## src/rtl/mem_bus_arbiter_pkg.sv

```systemverilog
// Shared encodings and default widths for the two-port memory bus arbiter.
package mem_bus_pkg;

    localparam int DEF_ADDR_W = 16;
    localparam int DEF_DATA_W = 8;

    typedef enum logic [1:0] {
        S_IDLE   = 2'd0,
        S_ACCESS = 2'd1,
        S_DONE   = 2'd2
    } state_t;

    typedef enum logic {
        OP_READ  = 1'b0,
        OP_WRITE = 1'b1
    } op_t;

endpackage

```

## src/rtl/mem_bus_arbiter_rr_arb2.sv

```systemverilog
// Two-way round-robin pick: zero latency, purely combinational.
// On a tie the port that did not win last time is chosen.
module rr_arb2 (
    input  logic req0,
    input  logic req1,
    input  logic last_grant,
    output logic grant_valid,
    output logic grant
);

    always_comb begin
        grant_valid = req0 | req1;
        grant       = 1'b0;
        if (req0 && req1) begin
            grant = ~last_grant;
        end else if (req1) begin
            grant = 1'b1;
        end
    end

endmodule

```

## src/rtl/mem_bus_arbiter.sv

```systemverilog
// Shares one memory bus between two masters; done arrives WAIT_STATES+2 cycles after request.
// Requests are held by the masters until done; a losing or late request simply waits in IDLE.
module mem_bus_arbiter
    import mem_bus_pkg::*;
#(
    parameter int ADDR_W      = DEF_ADDR_W,
    parameter int DATA_W      = DEF_DATA_W,
    parameter int WAIT_STATES = 0
) (
    input  logic              clk,
    input  logic              reset,
    input  logic [ADDR_W-1:0] m0_addr,
    input  logic [DATA_W-1:0] m0_wdata,
    input  logic              m0_read,
    input  logic              m0_write,
    output logic [DATA_W-1:0] m0_rdata,
    output logic              m0_done,
    input  logic [ADDR_W-1:0] m1_addr,
    input  logic [DATA_W-1:0] m1_wdata,
    input  logic              m1_read,
    input  logic              m1_write,
    output logic [DATA_W-1:0] m1_rdata,
    output logic              m1_done,
    output logic [ADDR_W-1:0] mem_addr,
    output logic [DATA_W-1:0] mem_wdata,
    input  logic [DATA_W-1:0] mem_rdata,
    output logic              mem_oe,
    output logic              mem_we,
    output logic              grant,
    output logic              busy
);

    localparam logic [3:0] WS_INIT = 4'(WAIT_STATES);

    state_t            state, state_n;
    op_t               op, op_n;
    logic [3:0]        cnt, cnt_n;
    logic              last_grant, last_grant_n;
    logic              grant_n;
    logic [ADDR_W-1:0] addr_n;
    logic [DATA_W-1:0] wdata_n;
    logic [DATA_W-1:0] rdata0_n, rdata1_n;
    logic              oe_n, we_n, done0_n, done1_n;
    logic              arb_vld, arb_gnt;

    rr_arb2 u_arb (
        .req0        (m0_read | m0_write),
        .req1        (m1_read | m1_write),
        .last_grant  (last_grant),
        .grant_valid (arb_vld),
        .grant       (arb_gnt)
    );

    assign busy = (state == S_ACCESS) || (state == S_DONE);

    always_ff @(posedge clk) begin
        if (reset) begin
            state      <= S_IDLE;
            op         <= OP_READ;
            cnt        <= '0;
            last_grant <= 1'b1;
            grant      <= 1'b0;
            mem_addr   <= '0;
            mem_wdata  <= '0;
            m0_rdata   <= '0;
            m1_rdata   <= '0;
            mem_oe     <= 1'b0;
            mem_we     <= 1'b0;
            m0_done    <= 1'b0;
            m1_done    <= 1'b0;
        end else begin
            state      <= state_n;
            op         <= op_n;
            cnt        <= cnt_n;
            last_grant <= last_grant_n;
            grant      <= grant_n;
            mem_addr   <= addr_n;
            mem_wdata  <= wdata_n;
            m0_rdata   <= rdata0_n;
            m1_rdata   <= rdata1_n;
            mem_oe     <= oe_n;
            mem_we     <= we_n;
            m0_done    <= done0_n;
            m1_done    <= done1_n;
        end
    end

    always_comb begin
        state_n      = state;
        op_n         = op;
        cnt_n        = cnt;
        last_grant_n = last_grant;
        grant_n      = grant;
        addr_n       = mem_addr;
        wdata_n      = mem_wdata;
        rdata0_n     = m0_rdata;
        rdata1_n     = m1_rdata;
        oe_n         = mem_oe;
        we_n         = mem_we;
        done0_n      = 1'b0;
        done1_n      = 1'b0;

        case (state)
            S_IDLE: begin
                if (arb_vld) begin
                    grant_n = arb_gnt;
                    addr_n  = arb_gnt ? m1_addr  : m0_addr;
                    wdata_n = arb_gnt ? m1_wdata : m0_wdata;
                    // write wins when a master raises both read and write
                    op_n    = (arb_gnt ? m1_write : m0_write) ? OP_WRITE : OP_READ;
                    oe_n    = (op_n == OP_READ);
                    we_n    = (op_n == OP_WRITE);
                    cnt_n   = WS_INIT;
                    state_n = S_ACCESS;
                end
            end
            S_ACCESS: begin
                if (cnt != 4'd0) begin
                    cnt_n = cnt - 4'd1;
                end else begin
                    if (op == OP_READ) begin
                        if (grant) rdata1_n = mem_rdata;
                        else       rdata0_n = mem_rdata;
                    end
                    oe_n    = 1'b0;
                    we_n    = 1'b0;
                    done0_n = ~grant;
                    done1_n = grant;
                    state_n = S_DONE;
                end
            end
            S_DONE: begin
                last_grant_n = grant;
                state_n      = S_IDLE;
            end
            default: state_n = S_IDLE;
        endcase
    end

endmodule

```

## config.mk

```make
export PLATFORM = sky130hd
export DESIGN_NAME = mem_bus_arbiter
export DESIGN_NICKNAME = d
export VERILOG_FILES = /design/src/rtl/mem_bus_arbiter_pkg.sv /design/src/rtl/mem_bus_arbiter_rr_arb2.sv /design/src/rtl/mem_bus_arbiter.sv
export SDC_FILE = /design/constraint.sdc
export NUM_CORES = 1
export LEC_CHECK = 0
export ABC_AREA = 1
export ABC_CLOCK_PERIOD_IN_PS = 1790
export CAP_MARGIN = 20
export CELL_PAD_IN_SITES_DETAIL_PLACEMENT = 1
export CELL_PAD_IN_SITES_GLOBAL_PLACEMENT = 1
export CORE_MARGIN = 10
export CORE_UTILIZATION = 40
export CTS_BUF_LIST = sky130_fd_sc_hd__clkbuf_4 sky130_fd_sc_hd__clkbuf_8
export DETAILED_ROUTE_END_ITERATION = 16
export DONT_BUFFER_PORTS = 1
export PLACE_DENSITY = 0.71
export SLEW_MARGIN = 20
export SYNTH_ARGS = -nofsm -noshare
export SYNTH_HDL_FRONTEND = slang
export SYNTH_SLANG_ARGS = --single-unit
```

## constraint.sdc

```tcl
create_clock -name clk -period 1.79 [get_ports clk]
set_input_delay 0.2685 -clock clk [delete_from_list [all_inputs] [get_ports clk]]
set_output_delay 0.2685 -clock clk [all_outputs]
set_load 0.01 [all_outputs]
```

## Word level (Yosys, flattened, before mapping)

Index checks and enable logic that the tools add are counted.

- RAM bits: 0
- Memories kept: 0
- Latch bits: 0
- Bits in registers: 53
- Bits in read-only memories: 0

- $mul: 0
- $add $sub $neg: 1
- Equality and inequality tests: 5
- Multiplexer cells: 17
- Reductions and logical operators: 12
- Bitwise operators: 9
- Div/mod/pow operators: 0
- Magnitude comparators: 0
- Shift-type cells: 0

Operators with widths:

| operator | count |
|---|---|
| $mux W16 | 1 |
| $mux W4 | 2 |
| $mux W8 | 1 |
| $pmux W4 S2 | 1 |
| $reduce_and A4 Y1 | 2 |
| $mux W1 | 7 |
| $not A1 Y1 | 6 |
| $reduce_and A3 Y1 | 2 |
| $mux W2 | 2 |
| $ne A2 B2 Y1 const B | 2 |
| $pmux W1 S2 | 2 |
| $pmux W2 S2 | 1 |
| $reduce_and A2 Y1 | 2 |
| $reduce_bool A4 Y1 | 1 |
| $sub A4 B1 Y4 const B | 1 |
| $or A1 B1 Y1 | 3 |
| $reduce_or A3 Y1 | 1 |
| $eq A2 B1 Y1 const B | 1 |
| $eq A2 B2 Y1 const B | 1 |
| $logic_not A2 Y1 | 1 |
| $ne A2 B1 Y1 const B | 1 |
| $reduce_bool A2 Y1 | 1 |
| $logic_and A1 B1 Y1 | 1 |
| $logic_or A1 B1 Y1 | 1 |

## Logic depth before layout (Yosys ltp)

Gate-level depths: netlist of the first run.

- Depth in word-level cells: 8
- Mapped depth: 8
- Depth with buffers taken out: 8

## Hierarchy

A second synthesis of the first run with hierarchy kept.

- Cell total of the unflattened synthesis: 343
- Area, all modules: 2,449.8 µm²

By module, submodules not included:

| module | area each (µm²) | instances | cells an instance |
|---|---|---|---|
| mem_bus_arbiter | 2,434.8 | 1 | 340 |
| rr_arb2 | 15.0 | 1 | 3 |

## Worst setup path after synthesis of the first run

Ideal clock, no wire load.

- Path type: register -> register
- From: register state[0]
- To: register cnt[2]
- Period minus slack after synthesis: 1.334 ns
- Arrival time: 1.202 ns
- Setup slack: 0.456 ns
- Setup time: 0.132 ns
- Required time: 1.658 ns
- Cell stages (with the launch flop): 8
- Path buffers: 0
- Cells stage by stage: dfxtp_1 > inv_1 > ha_1 > or2_2 > nand3_2 > inv_1 > nand2_1 > a21oi_1

- Longest elaborated chain between the ends: 3

Ends and longest elaborated chain:

| item | line | source |
|---|---|---|
| start, declared | mem_bus_arbiter.sv:35 | `state_t state, state_n;` |
| start signal, assigned | mem_bus_arbiter.sv:72 | `state <= state_n;` |
| $eq A2 B1 Y1 or $logic_not A2 Y1 (tied branches) | mem_bus_arbiter.sv:103 | `case (state)` |
| $ne A2 B1 Y1 (no line) (tied with other cells) | - |  |
| $reduce_and A3 Y1 (no line) | - |  |
| end signal, assigned | mem_bus_arbiter.sv:74 | `cnt <= cnt_n;` |
| end, declared | mem_bus_arbiter.sv:37 | `logic [3:0] cnt, cnt_n;` |

Several ways; a longest one is shown, not always the timed one.
A chain may end at the register's enable or synchronous reset.

## Final worst setup path of the first run

- From: register cnt[0]
- To: register m0_rdata[4]

- Longest elaborated chain between the ends: 3

Ends and longest elaborated chain:

| item | line | source |
|---|---|---|
| $reduce_bool A4 Y1 | mem_bus_arbiter.sv:118 | `if (cnt != 4'd0) begin` |
| $not A1 Y1 (no line) | - |  |
| $reduce_and A4 Y1 (no line) | - |  |
| end signal, assigned | mem_bus_arbiter.sv:79 | `m0_rdata <= rdata0_n;` |
| end, declared | mem_bus_arbiter.sv:16 | `output logic [DATA_W-1:0] m0_rdata,` |

No other way between the ends.

==> results.py, run 1 <==
metrics = {
    "setup_path": {
        "critical_path_arrival_ns": 1.74,
        "launch_instance_of_the_worst_register_to_register_path": "cnt[0]$_SDFFE_PP0P_",
        "cp.required_ns": 2.03,
        "worst-r2r-cell-count": 8,
        "critical_path.max_fanout": 9,
        "critical_path.cell_chain": "inv_1, ha_1, nand4_2, inv_2, nand3_4, inv_2, nor2_1, nor2_1",
        "worst_r2r_endpoint": "m0_rdata[4]$_SDFFE_PP0P_",
        "critical-path-slowest-cell": "sky130_fd_sc_hd__dfxtp_1",
        "timing.reg2reg.setup_slack_ns": 0.29,
        "kind_of_launch_point_of_the_worst_setup_path": "flop",
        "worst-setup-path-type": "reg2reg",
        "endpoint_kind": "flop",
        "max_stage_delay_ns": 0.33,
    },
    "power": {
        "p_sw_uw": 1974,
        "combPwrFrac_pct": 38.7,
        "cellInternalPower_uw": 2509,
        "seq_power_share_pct": 45.6,
        "p_leak_uw": 0.001236,
        "switching_share_pct": 44.03,
        "clock_share_of_power_pct": 15.7,
        "powerDensity_nw_per_um2": 1658,
        "ir_drop_mv": 0.6005,
    },
    "synthesis": {
        "synth_cells": 319,
        "dominantRegCellSynth": "sky130_fd_sc_hd__dfxtp_1",
        "synth_commonest_cells": "68 x sky130_fd_sc_hd__nand2_1, 53 x sky130_fd_sc_hd__dfxtp_1, 37 x sky130_fd_sc_hd__nor2_1, 26 x sky130_fd_sc_hd__inv_1, 20 x sky130_fd_sc_hd__o21ai_0",
        "synth.net_count": 386,
        "yosys.area.top_type": "sky130_fd_sc_hd__dfxtp_1",
        "most_common_cell_in_the_synthesized_netlist": "sky130_fd_sc_hd__nand2_1",
        "synth.cell_area_um2": 2565,
        "yosysSeqAreaShare_pct": 41.37,
        "synth_enable_flop_cells": 0,
        "ys.warnings.count": 0,
        "synth_async_sr_flop_share_pct": 0,
        "postSynthAreaPerCell_um2": 8.041,
        "synth_cell_type_count": 28,
        "number_of_flip_flops_and_latches_in_the_synthesized_netlist": 53,
        "synthTopCellsByArea": "sky130_fd_sc_hd__dfxtp_1 41%, sky130_fd_sc_hd__nand2_1 10%, sky130_fd_sc_hd__o211ai_2 5.9%",
        "synth_top_area_share_pct": 41.37,
    },
    "hold_path": {
        "hold_path_depth": 1,
        "whs_endpoint": "state[0]$_SDFFE_PP0P_",
        "holdCritPathClass": "in2reg",
        "holdCritStartpoint": "reset",
    },
    "die": {
        "initial_core_util_pct": 40.86,
        "die_width_um": 100.1,
        "area_of_the_core_um2": 6277,
        "die_area_um2": 10020,
        "core.rowCount": 29,
        "die_h_um": 100.1,
        "top_level_ports": 108,
    },
    "finish": {
        "layout-drive-gt1-share_pct": 20.31,
        "final.fill_count": 787,
        "multi_input_comb_area_um2": 1224,
        "area_growth_pct": 5.415,
        "insertedDiodeCount": 0,
        "regArea_um2": 1061,
        "nNetsFinal": 386,
    },
    "routing": {
        "vias_after_detailed_routing": 2076,
        "wire_per_inst_um": 17.13,
        "detail_route.wirelength_mm": 6.802,
        "detailedRoute.firstIterationViolations": 42,
        "route.detailed.vias_per_inst": 5.229,
        "drt_first_pass_iters": 4,
        "route.detailed.drc": 0,
        "antenna_left": 0,
    },
    "clock_tree": {
        "cts_inserted_buffers": 5,
        "cts_tree": "built",
        "clockRootBuffer": "sky130_fd_sc_hd__clkbuf_8",
        "clk_path_buf_depth": 2,
        "clock_latency_ns": 0.32,
        "htree_levels": 2,
        "cts_post_setup_buffers_inserted": 0,
        "clk_pin_slew_worst_paths_ns": 0.10,
        "cts.sinks": 53,
    },
    "placement": {
        "portbufs": 0,
        "finalWeightedCongestion": 0.7766,
        "dp_hpwl_mm": 5.337,
    },
    "global_routing": {
        "number_of_antenna_violations_at_the_first_check_in_global_routing": 0,
        "grt_overflow": 0,
        "track_usage_pct": 13.66,
        "grt_max_degree": 26,
        "grt_pass1_vias": 2205,
        "grt_pass1_wl_mm": 11.19,
    },
    "outcome": {
        "status": "finished, final reports clean",
    },
    "timing": {
        "f_max_ghz": 0.6656,
        "worst_clock_skew_ns": 0.01944,
        "min_period_over_period_pct": 83.93,
        "timing.final.max_slew_violations": 0,
        "finalSetupTns_ns": 0,
        "layout_min_cycle_time_ns": 1.502,
        "grt_setup_unrepaired": "false",
        "finalSetupViolCount": 0,
        "report.final.hold_viol_count": 0,
        "worst_slew_margin_rel_pct": 61.03,
        "worst-slew-pin-transition_ns": 0.5831,
        "hold_ws_ns": 0.01523,
    },
    "run": {
        "max-cap-violations": 0,
    },
}
-- cell usage in the layout, fill, tap and decap left out --
cell and n:
sky130_fd_sc_hd__nand3_4 2, sky130_fd_sc_hd__clkbuf_8 5, sky130_fd_sc_hd__nand3_1 17, sky130_fd_sc_hd__dlygate4sd3_1 2, sky130_fd_sc_hd__nand2_2 1, sky130_fd_sc_hd__nand3_2 13, sky130_fd_sc_hd__buf_4 4, sky130_fd_sc_hd__clkinvlp_4 1
sky130_fd_sc_hd__nand4_1 1, sky130_fd_sc_hd__buf_12 1, sky130_fd_sc_hd__ha_1 5, sky130_fd_sc_hd__nand2_4 2, sky130_fd_sc_hd__inv_6 2, sky130_fd_sc_hd__inv_2 14, sky130_fd_sc_hd__a21oi_1 11, sky130_fd_sc_hd__inv_1 26
sky130_fd_sc_hd__o21ai_2 1, sky130_fd_sc_hd__or2_2 1, sky130_fd_sc_hd__o21ai_0 20, sky130_fd_sc_hd__nand4_2 1, sky130_fd_sc_hd__nor3_1 2, sky130_fd_sc_hd__nand2_1 68, sky130_fd_sc_hd__dfxtp_1 53, sky130_fd_sc_hd__o211ai_2 12
sky130_fd_sc_hd__nor2_2 1, sky130_fd_sc_hd__xnor2_1 1, sky130_fd_sc_hd__nor2_4 3, sky130_fd_sc_hd__o211ai_1 12, sky130_fd_sc_hd__nor2_1 37, sky130_fd_sc_hd__clkinv_4 1
-- power groups by stage --
stage	Combinational [µW]	Sequential [µW]	Clock [µW]
global placement	1700	2090	0
global route	2010	2110	784
CTS	1780	2070	736
floorplan	1550	1960	0
detailed placement	1760	2100	0
finish	1740	2040	704
-- flip-flops by register name, indices dropped and copies added, names as in the netlist --
register,flops
m1_done,1
last_grant,1
mem_oe,1
op,1
state,2
m0_rdata,8
m0_done,1
grant,1
mem_wdata,8
mem_we,1
m1_rdata,8
cnt,4
mem_addr,16
-- what timing repair did --
action,in CTS,in global routing
resized for setup,0,0
endpoints found under the setup margin,0,0
hold buffers,2,0
hold endpoints to repair,4,0
-- final cells by class --
cell class                 instances  area share, %
multi-input combinational        211          45.26
timing repair buffer               7          2.591
tap                               77          3.563
clock inverter                     3         0.9255
clock buffer                       5          2.545
inverter                          41          5.877
sequential                        53          39.24
-- how the worst max path moves through the flow --
stage               cells after the start                  endpoint                   from
global placement                        8  m1_rdata[2]$_SDFFE_PP0P_    cnt[0]$_SDFFE_PP0P_
finish                                  8  m0_rdata[4]$_SDFFE_PP0P_    cnt[0]$_SDFFE_PP0P_
floorplan                               7       cnt[2]$_SDFFE_PP0P_  state[0]$_SDFFE_PP0P_
detailed placement                      7  m1_rdata[6]$_SDFFE_PP0P_  state[1]$_SDFFE_PP0P_
global route                            8  m0_rdata[4]$_SDFFE_PP0P_    cnt[0]$_SDFFE_PP0P_
CTS                                     8  m0_rdata[4]$_SDFFE_PP0P_  state[1]$_SDFFE_PP0P_
-- metal layers --
metal	track usage (%)	routed length [µm]
met2	23.79	3367
met4	3.913	72
met1	14.86	2715
met3	5.632	647
met5	0	0
-- worst max-delay path, delay by kind of cell, from the launching register on --
kind	cells	cell delay (ns)
buffers and inverters	3	0.44
and+or+nand+nor	4	0.45
DFF	1	0.33
adders and majority gates	1	0.21
-- through the flow --
stage	cell area (µm²)	setup WS (ns)	util [%]	std cells	power, µW
detailed placement	2590	0.2896	41.26	387	3863
floorplan	2565	0.4559	-	319	3507
finish	2704	0.2876	43.07	397	4483
CTS	2704	0.2595	43.07	397	4583
global placement	2590	0.3551	41.26	387	3790
global route	2704	0.09324	43.07	397	4901
-- cell families (layout without fill, tap and decap cells) --
logic type      Yosys count  after routing  share of synthesized area, %
simple gates            149            149                         29.17
compound gates           56             56                         15.76
buf+inv                  55             56                         10.93
flops                    53             53                         41.37
fa+ha+maj                 5              5                         2.439
xor+xnor                  1              1                        0.3415
No activity file was read; power rests on OpenSTA's default activity.
==> inputs of run 2 (changes only) <==
ABC_CLOCK_PERIOD_IN_PS = 1440   (was 1790)
clock period = 1.44 ns   (was 1.79 ns; I/O delays follow)
==> results.py, run 2 (same netlist as run 1, synthesis figures left out) <==
metrics = {
    "run": {
        "max-cap-violations": 0,
    },
    "routing": {
        "route.detailed.vias_per_inst": 5.258,
        "detail_route.wirelength_mm": 7.180,
        "wire_per_inst_um": 17.82,
        "antenna_left": 0,
        "drt_first_pass_iters": 4,
        "vias_after_detailed_routing": 2119,
        "detailedRoute.firstIterationViolations": 38,
        "route.detailed.drc": 0,
    },
    "timing": {
        "worst_clock_skew_ns": 0.008705,
        "grt_setup_unrepaired": "true",
        "layout_min_cycle_time_ns": 1.364,
        "f_max_ghz": 0.7330,
        "worst_slew_margin_rel_pct": 76.85,
        "worst-slew-pin-transition_ns": 0.3464,
        "hold_ws_ns": -0.04499,
        "finalSetupTns_ns": 0,
        "finalSetupViolCount": 0,
        "report.final.hold_viol_count": 9,
        "timing.final.max_slew_violations": 0,
        "min_period_over_period_pct": 94.74,
    },
    "clock_tree": {
        "clockRootBuffer": "sky130_fd_sc_hd__clkbuf_8",
        "cts_inserted_buffers": 5,
        "cts.sinks": 53,
        "clk_path_buf_depth": 2,
        "clock_latency_ns": 0.31,
        "cts_post_setup_buffers_inserted": 0,
        "cts_tree": "built",
        "htree_levels": 2,
        "clk_pin_slew_worst_paths_ns": 0.10,
    },
    "setup_path": {
        "worst-setup-path-type": "reg2reg",
        "endpoint_kind": "flop",
        "worst-r2r-cell-count": 7,
        "crit_start": "state[0]$_SDFFE_PP0P_",
        "cp.required_ns": 1.65,
        "timing.reg2reg.setup_slack_ns": 0.08,
        "launch_instance_of_the_worst_register_to_register_path": "state[0]$_SDFFE_PP0P_",
        "kind_of_launch_point_of_the_worst_setup_path": "flop",
        "cp-endpoint": "cnt[2]$_SDFFE_PP0P_",
        "critical_path_arrival_ns": 1.57,
        "worst_r2r_endpoint": "cnt[2]$_SDFFE_PP0P_",
        "critical_path.max_fanout": 7,
    },
    "finish": {
        "registers.top_by_ff_count": "mem_addr",
        "insertedDiodeCount": 0,
        "layout.cells.most_common": "sky130_fd_sc_hd__nand2_1",
        "area_growth_pct": 10.10,
        "multi_input_comb_area_um2": 1310,
        "nNetsFinal": 392,
        "layout-drive-gt1-share_pct": 25.46,
        "regArea_um2": 1066,
        "final_cell_mix": "68 x sky130_fd_sc_hd__nand2_1, 51 x sky130_fd_sc_hd__dfxtp_1, 37 x sky130_fd_sc_hd__nor2_1, 23 x sky130_fd_sc_hd__inv_1",
        "final.fill_count": 779,
        "largest_register_ffs": 16,
    },
    "placement": {
        "finalWeightedCongestion": 0.7717,
        "portbufs": 0,
        "dp_hpwl_mm": 5.343,
    },
    "global_routing": {
        "grt_max_degree": 28,
        "track_usage_pct": 13.46,
        "number_of_antenna_violations_at_the_first_check_in_global_routing": 0,
        "grt_pass1_vias": 2173,
        "grt_overflow": 0,
        "grt_pass1_wl_mm": 11.07,
    },
    "die": {
        "die_area_um2": 10020,
        "initial_core_util_pct": 40.86,
        "area_of_the_core_um2": 6277,
        "die_width_um": 100.1,
        "core.rowCount": 29,
        "die_h_um": 100.1,
        "top_level_ports": 108,
    },
    "outcome": {
        "status": "finished, violations left",
        "violations": "negative hold slack",
    },
    "power": {
        "powerDensity_nw_per_um2": 2100,
        "ir_drop_mv": 0.9127,
        "p_leak_uw": 0.001250,
    },
    "hold_path": {
        "holdCritStartpoint": "reset",
        "holdCritPathClass": "in2reg",
    },
}
run 2: report_power, final:
part           total, µW  internal (µW)  switching, µW
sequential          2570           1960            602
combinational       2520           1000           1510
clock                849            346            503
total               5930           3310           2620
run 2: worst min-delay path by stage:
stage,to,slack (ns),cells past startpoint
3_3_place_gp,cnt[2]$_SDFFE_PP0P_,0.29,1
6_report,state[0]$_SDFFE_PP0P_,-0.04,1
5_1_grt,mem_oe$_SDFFE_PP0P_,-0.06,1
2_1_floorplan,m0_rdata[0]$_SDFFE_PP0P_,0.38,2
4_1_cts,state[0]$_SDFFE_PP0P_,-0.06,1
3_5_place_dp,mem_we$_SDFFE_PP0P_,0.29,1
run 2: layout make-up:
class | count | share of cell area [%]
clock buffer | 5 | 2.437
clock inverter | 3 | 0.7532
inverter | 41 | 6.159
multi-input combinational | 214 | 46.39
sequential | 53 | 37.75
tap | 77 | 3.412
timing repair buffer | 10 | 3.101
run 2: per-stage QoR:
| stage | worst slack (ns) | total power [µW] | utilization, % | instances | instance area, µm² |
|---|---|---|---|---|---|
| 2_1_floorplan | 0.1059 | 4360 | - | 319 | 2565 |
| 3_3_place_gp | 0.06557 | 4816 | 41.86 | 392 | 2628 |
| 3_5_place_dp | -0.01276 | 4899 | 41.86 | 392 | 2628 |
| 4_1_cts | 0.001764 | 5789 | 43.43 | 400 | 2726 |
| 5_1_grt | -0.01160 | 6444 | 44.99 | 403 | 2824 |
| 6_report | 0.07572 | 5930 | 44.99 | 403 | 2824 |
run 2: worst max-delay path, cell delays in order, from the launching register on:
cell	delay, ns
sky130_fd_sc_hd__dfxtp_4	0.39
sky130_fd_sc_hd__inv_2	0.06
sky130_fd_sc_hd__ha_4	0.17
sky130_fd_sc_hd__or2_2	0.32
sky130_fd_sc_hd__nand3_2	0.13
sky130_fd_sc_hd__inv_1	0.08
sky130_fd_sc_hd__nand2_1	0.06
sky130_fd_sc_hd__a21oi_1	0.06
run 2: routing by layer:
metal	wire length, µm	share of wire [%]	track usage, %	up-vias
li1	-	-	-	1052
met1	2964	41	15.07	1000
met2	3522	49	22.80	61
met3	603	8.4	5.701	6
met4	89	1.2	3.913	0
met5	0	0	0	-
run 2: what timing repair did:
action | in CTS | in global routing
gates resized for setup | 6 | 28
pin swaps | 0 | 1
endpoints found under the hold margin | 9 | 9
endpoints found under the setup margin | 20 | 47
gates cloned | 0 | 3
==> inputs of run 3 (changes only) <==
CORE_MARGIN = unset   (was 10)
==> results.py, run 3 (same netlist as run 1, synthesis figures left out) <==
metrics = {
    "routing": {
        "detail_route.wirelength_mm": 6.198,
        "vias_after_detailed_routing": 2112,
        "route.detailed.vias_per_inst": 5.241,
        "wire_per_inst_um": 15.38,
        "antenna_left": 0,
        "route.detailed.drc": 0,
        "drt_first_pass_iters": 4,
        "detailedRoute.firstIterationViolations": 62,
    },
    "finish": {
        "largest_register_ffs": 16,
        "final.fill_count": 719,
        "insertedDiodeCount": 0,
        "layout-drive-gt1-share_pct": 25.30,
        "finish.instance_area_um2": 2879,
        "area_growth_pct": 12.24,
        "layout.cells.most_common": "sky130_fd_sc_hd__nand2_1",
        "final_cell_mix": "68 x sky130_fd_sc_hd__nand2_1, 51 x sky130_fd_sc_hd__dfxtp_1, 37 x sky130_fd_sc_hd__nor2_1, 24 x sky130_fd_sc_hd__inv_1, 16 x sky130_fd_sc_hd__nand3_1",
        "registers.top_by_ff_count": "mem_addr",
        "nNetsFinal": 394,
    },
    "global_routing": {
        "grt_overflow": 0,
        "grt_max_degree": 35,
        "grt_pass1_vias": 2070,
        "grt_pass1_wl_mm": 9.211,
        "track_usage_pct": 17.83,
        "number_of_antenna_violations_at_the_first_check_in_global_routing": 0,
    },
    "setup_path": {
        "critical_path.max_fanout": 7,
        "kind_of_launch_point_of_the_worst_setup_path": "flop",
        "cp.required_ns": 1.63,
        "critical_path_arrival_ns": 1.57,
        "worst-setup-path-type": "reg2reg",
        "endpoint_kind": "flop",
    },
    "clock_tree": {
        "cts_inserted_buffers": 5,
        "clk_pin_slew_worst_paths_ns": 0.10,
        "clock_latency_ns": 0.31,
        "cts_tree": "built",
        "cts.sinks": 53,
        "clk_path_buf_depth": 2,
        "htree_levels": 2,
        "clockRootBuffer": "sky130_fd_sc_hd__clkbuf_8",
    },
    "die": {
        "initial_core_util_pct": 42.32,
        "core.rowCount": 28,
        "die_area_um2": 6736,
        "top_level_ports": 108,
        "die_h_um": 82.08,
        "die_width_um": 82.08,
        "area_of_the_core_um2": 6061,
    },
    "run": {
        "max-cap-violations": 0,
    },
    "timing": {
        "worst_clock_skew_ns": 0.009345,
        "worst_slew_margin_rel_pct": 74.20,
        "finalSetupTns_ns": 0,
        "min_period_over_period_pct": 96.13,
        "finalSetupViolCount": 0,
        "timing.final.max_slew_violations": 0,
        "layout_min_cycle_time_ns": 1.384,
        "report.final.hold_viol_count": 0,
        "worst-slew-pin-transition_ns": 0.3857,
        "f_max_ghz": 0.7224,
    },
    "placement": {
        "dp_hpwl_mm": 4.412,
        "post_dp_cell_area_um2": 2643,
        "portbufs": 0,
        "finalWeightedCongestion": 0.7748,
    },
    "power": {
        "ir_drop_mv": 0.8507,
        "powerDensity_nw_per_um2": 2094,
        "p_leak_uw": 0.001277,
    },
    "outcome": {
        "status": "finished, final reports clean",
    },
    "hold_path": {
        "holdCritPathClass": "in2reg",
    },
}
==> run 3: cell count changes in the layout (fill, tap and decap cells not counted), sizes merged <==
cell         delta
buf             +2
nand3           -1
clkinvlp        +1
clkinv          -1
dlygate4sd3     +1
==> run 3: worst paths after layout <==
| check | startpoint | endpoint | slack, ns | cells after the start |
|---|---|---|---|---|
| max | state[0]$_SDFFE_PP0P_ | cnt[3]$_SDFFE_PP0P_ | 0.06 | 7 |
| min | mem_rdata[4] | m1_rdata[4]$_SDFFE_PP0P_ | 0.05 | 2 |
| max reg2reg | state[0]$_SDFFE_PP0P_ | cnt[3]$_SDFFE_PP0P_ | 0.06 | 7 |
| min reg2reg | op$_SDFFE_PP0P_ | op$_SDFFE_PP0P_ | 0.48 | 2 |
==> run 3: repair_timing <==
item,4_1_cts,5_1_grt
hold endpoints to repair,10,0
pin swaps,0,1
resized for setup,3,30
buffers inserted,0,3
endpoints found under the setup margin,5,47
hold buffers,1,0
cloned,0,2
==> run 3: power breakdown <==
part / leakage (µW) / switching (µW) / internal, µW
combinational: 0.000798 / 1560 / 1070
sequential: 0.000437 / 554 / 1960
clock: 0.0000423 / 530 / 355
==> run 3: cell type report <==
class | count | area (µm²) | area share, %
multi-input combinational | 213 | 1315 | 45.68
sequential | 53 | 1064 | 36.94
inverter | 41 | 173.9 | 6.041
timing repair buffer | 13 | 137.6 | 4.781
tap | 75 | 93.84 | 3.259
clock buffer | 5 | 68.82 | 2.390
clock inverter | 3 | 26.28 | 0.9126
==> run 3: per-layer routing <==
layer	part of all wire, %	track usage, %	up-vias
met1	40	18.10	991
met2	52	34.13	60
met5	0	0	-
li1	-	-	1055
met3	6.9	5.333	6
met4	1.1	5.965	0
==> run 3: metrics by stage <==
stage                     util [%]  hold slack (ns)  total power, µW  instances  worst slack (ns)
after CTS                    45.42          0.05064             5814        398           0.01264
after global routing         47.50          0.04299             6484        403          -0.01639
after detailed placement     43.60           0.2890             4892        389          0.009971
after floorplan                  -           0.3792             4360        319            0.1059
final                        47.50          0.04608             6029        403           0.05567
after global placement       43.60           0.2876             4797        389           0.06736
==> run 3: worst max-delay path, stage by stage (launching register included) <==
cell                      delay, ns
sky130_fd_sc_hd__dfxtp_2       0.34
sky130_fd_sc_hd__buf_4         0.13
sky130_fd_sc_hd__ha_4          0.17
sky130_fd_sc_hd__or2_2         0.31
sky130_fd_sc_hd__nand3_4       0.13
sky130_fd_sc_hd__inv_1         0.06
sky130_fd_sc_hd__nand2_1       0.05
sky130_fd_sc_hd__a21oi_1       0.06
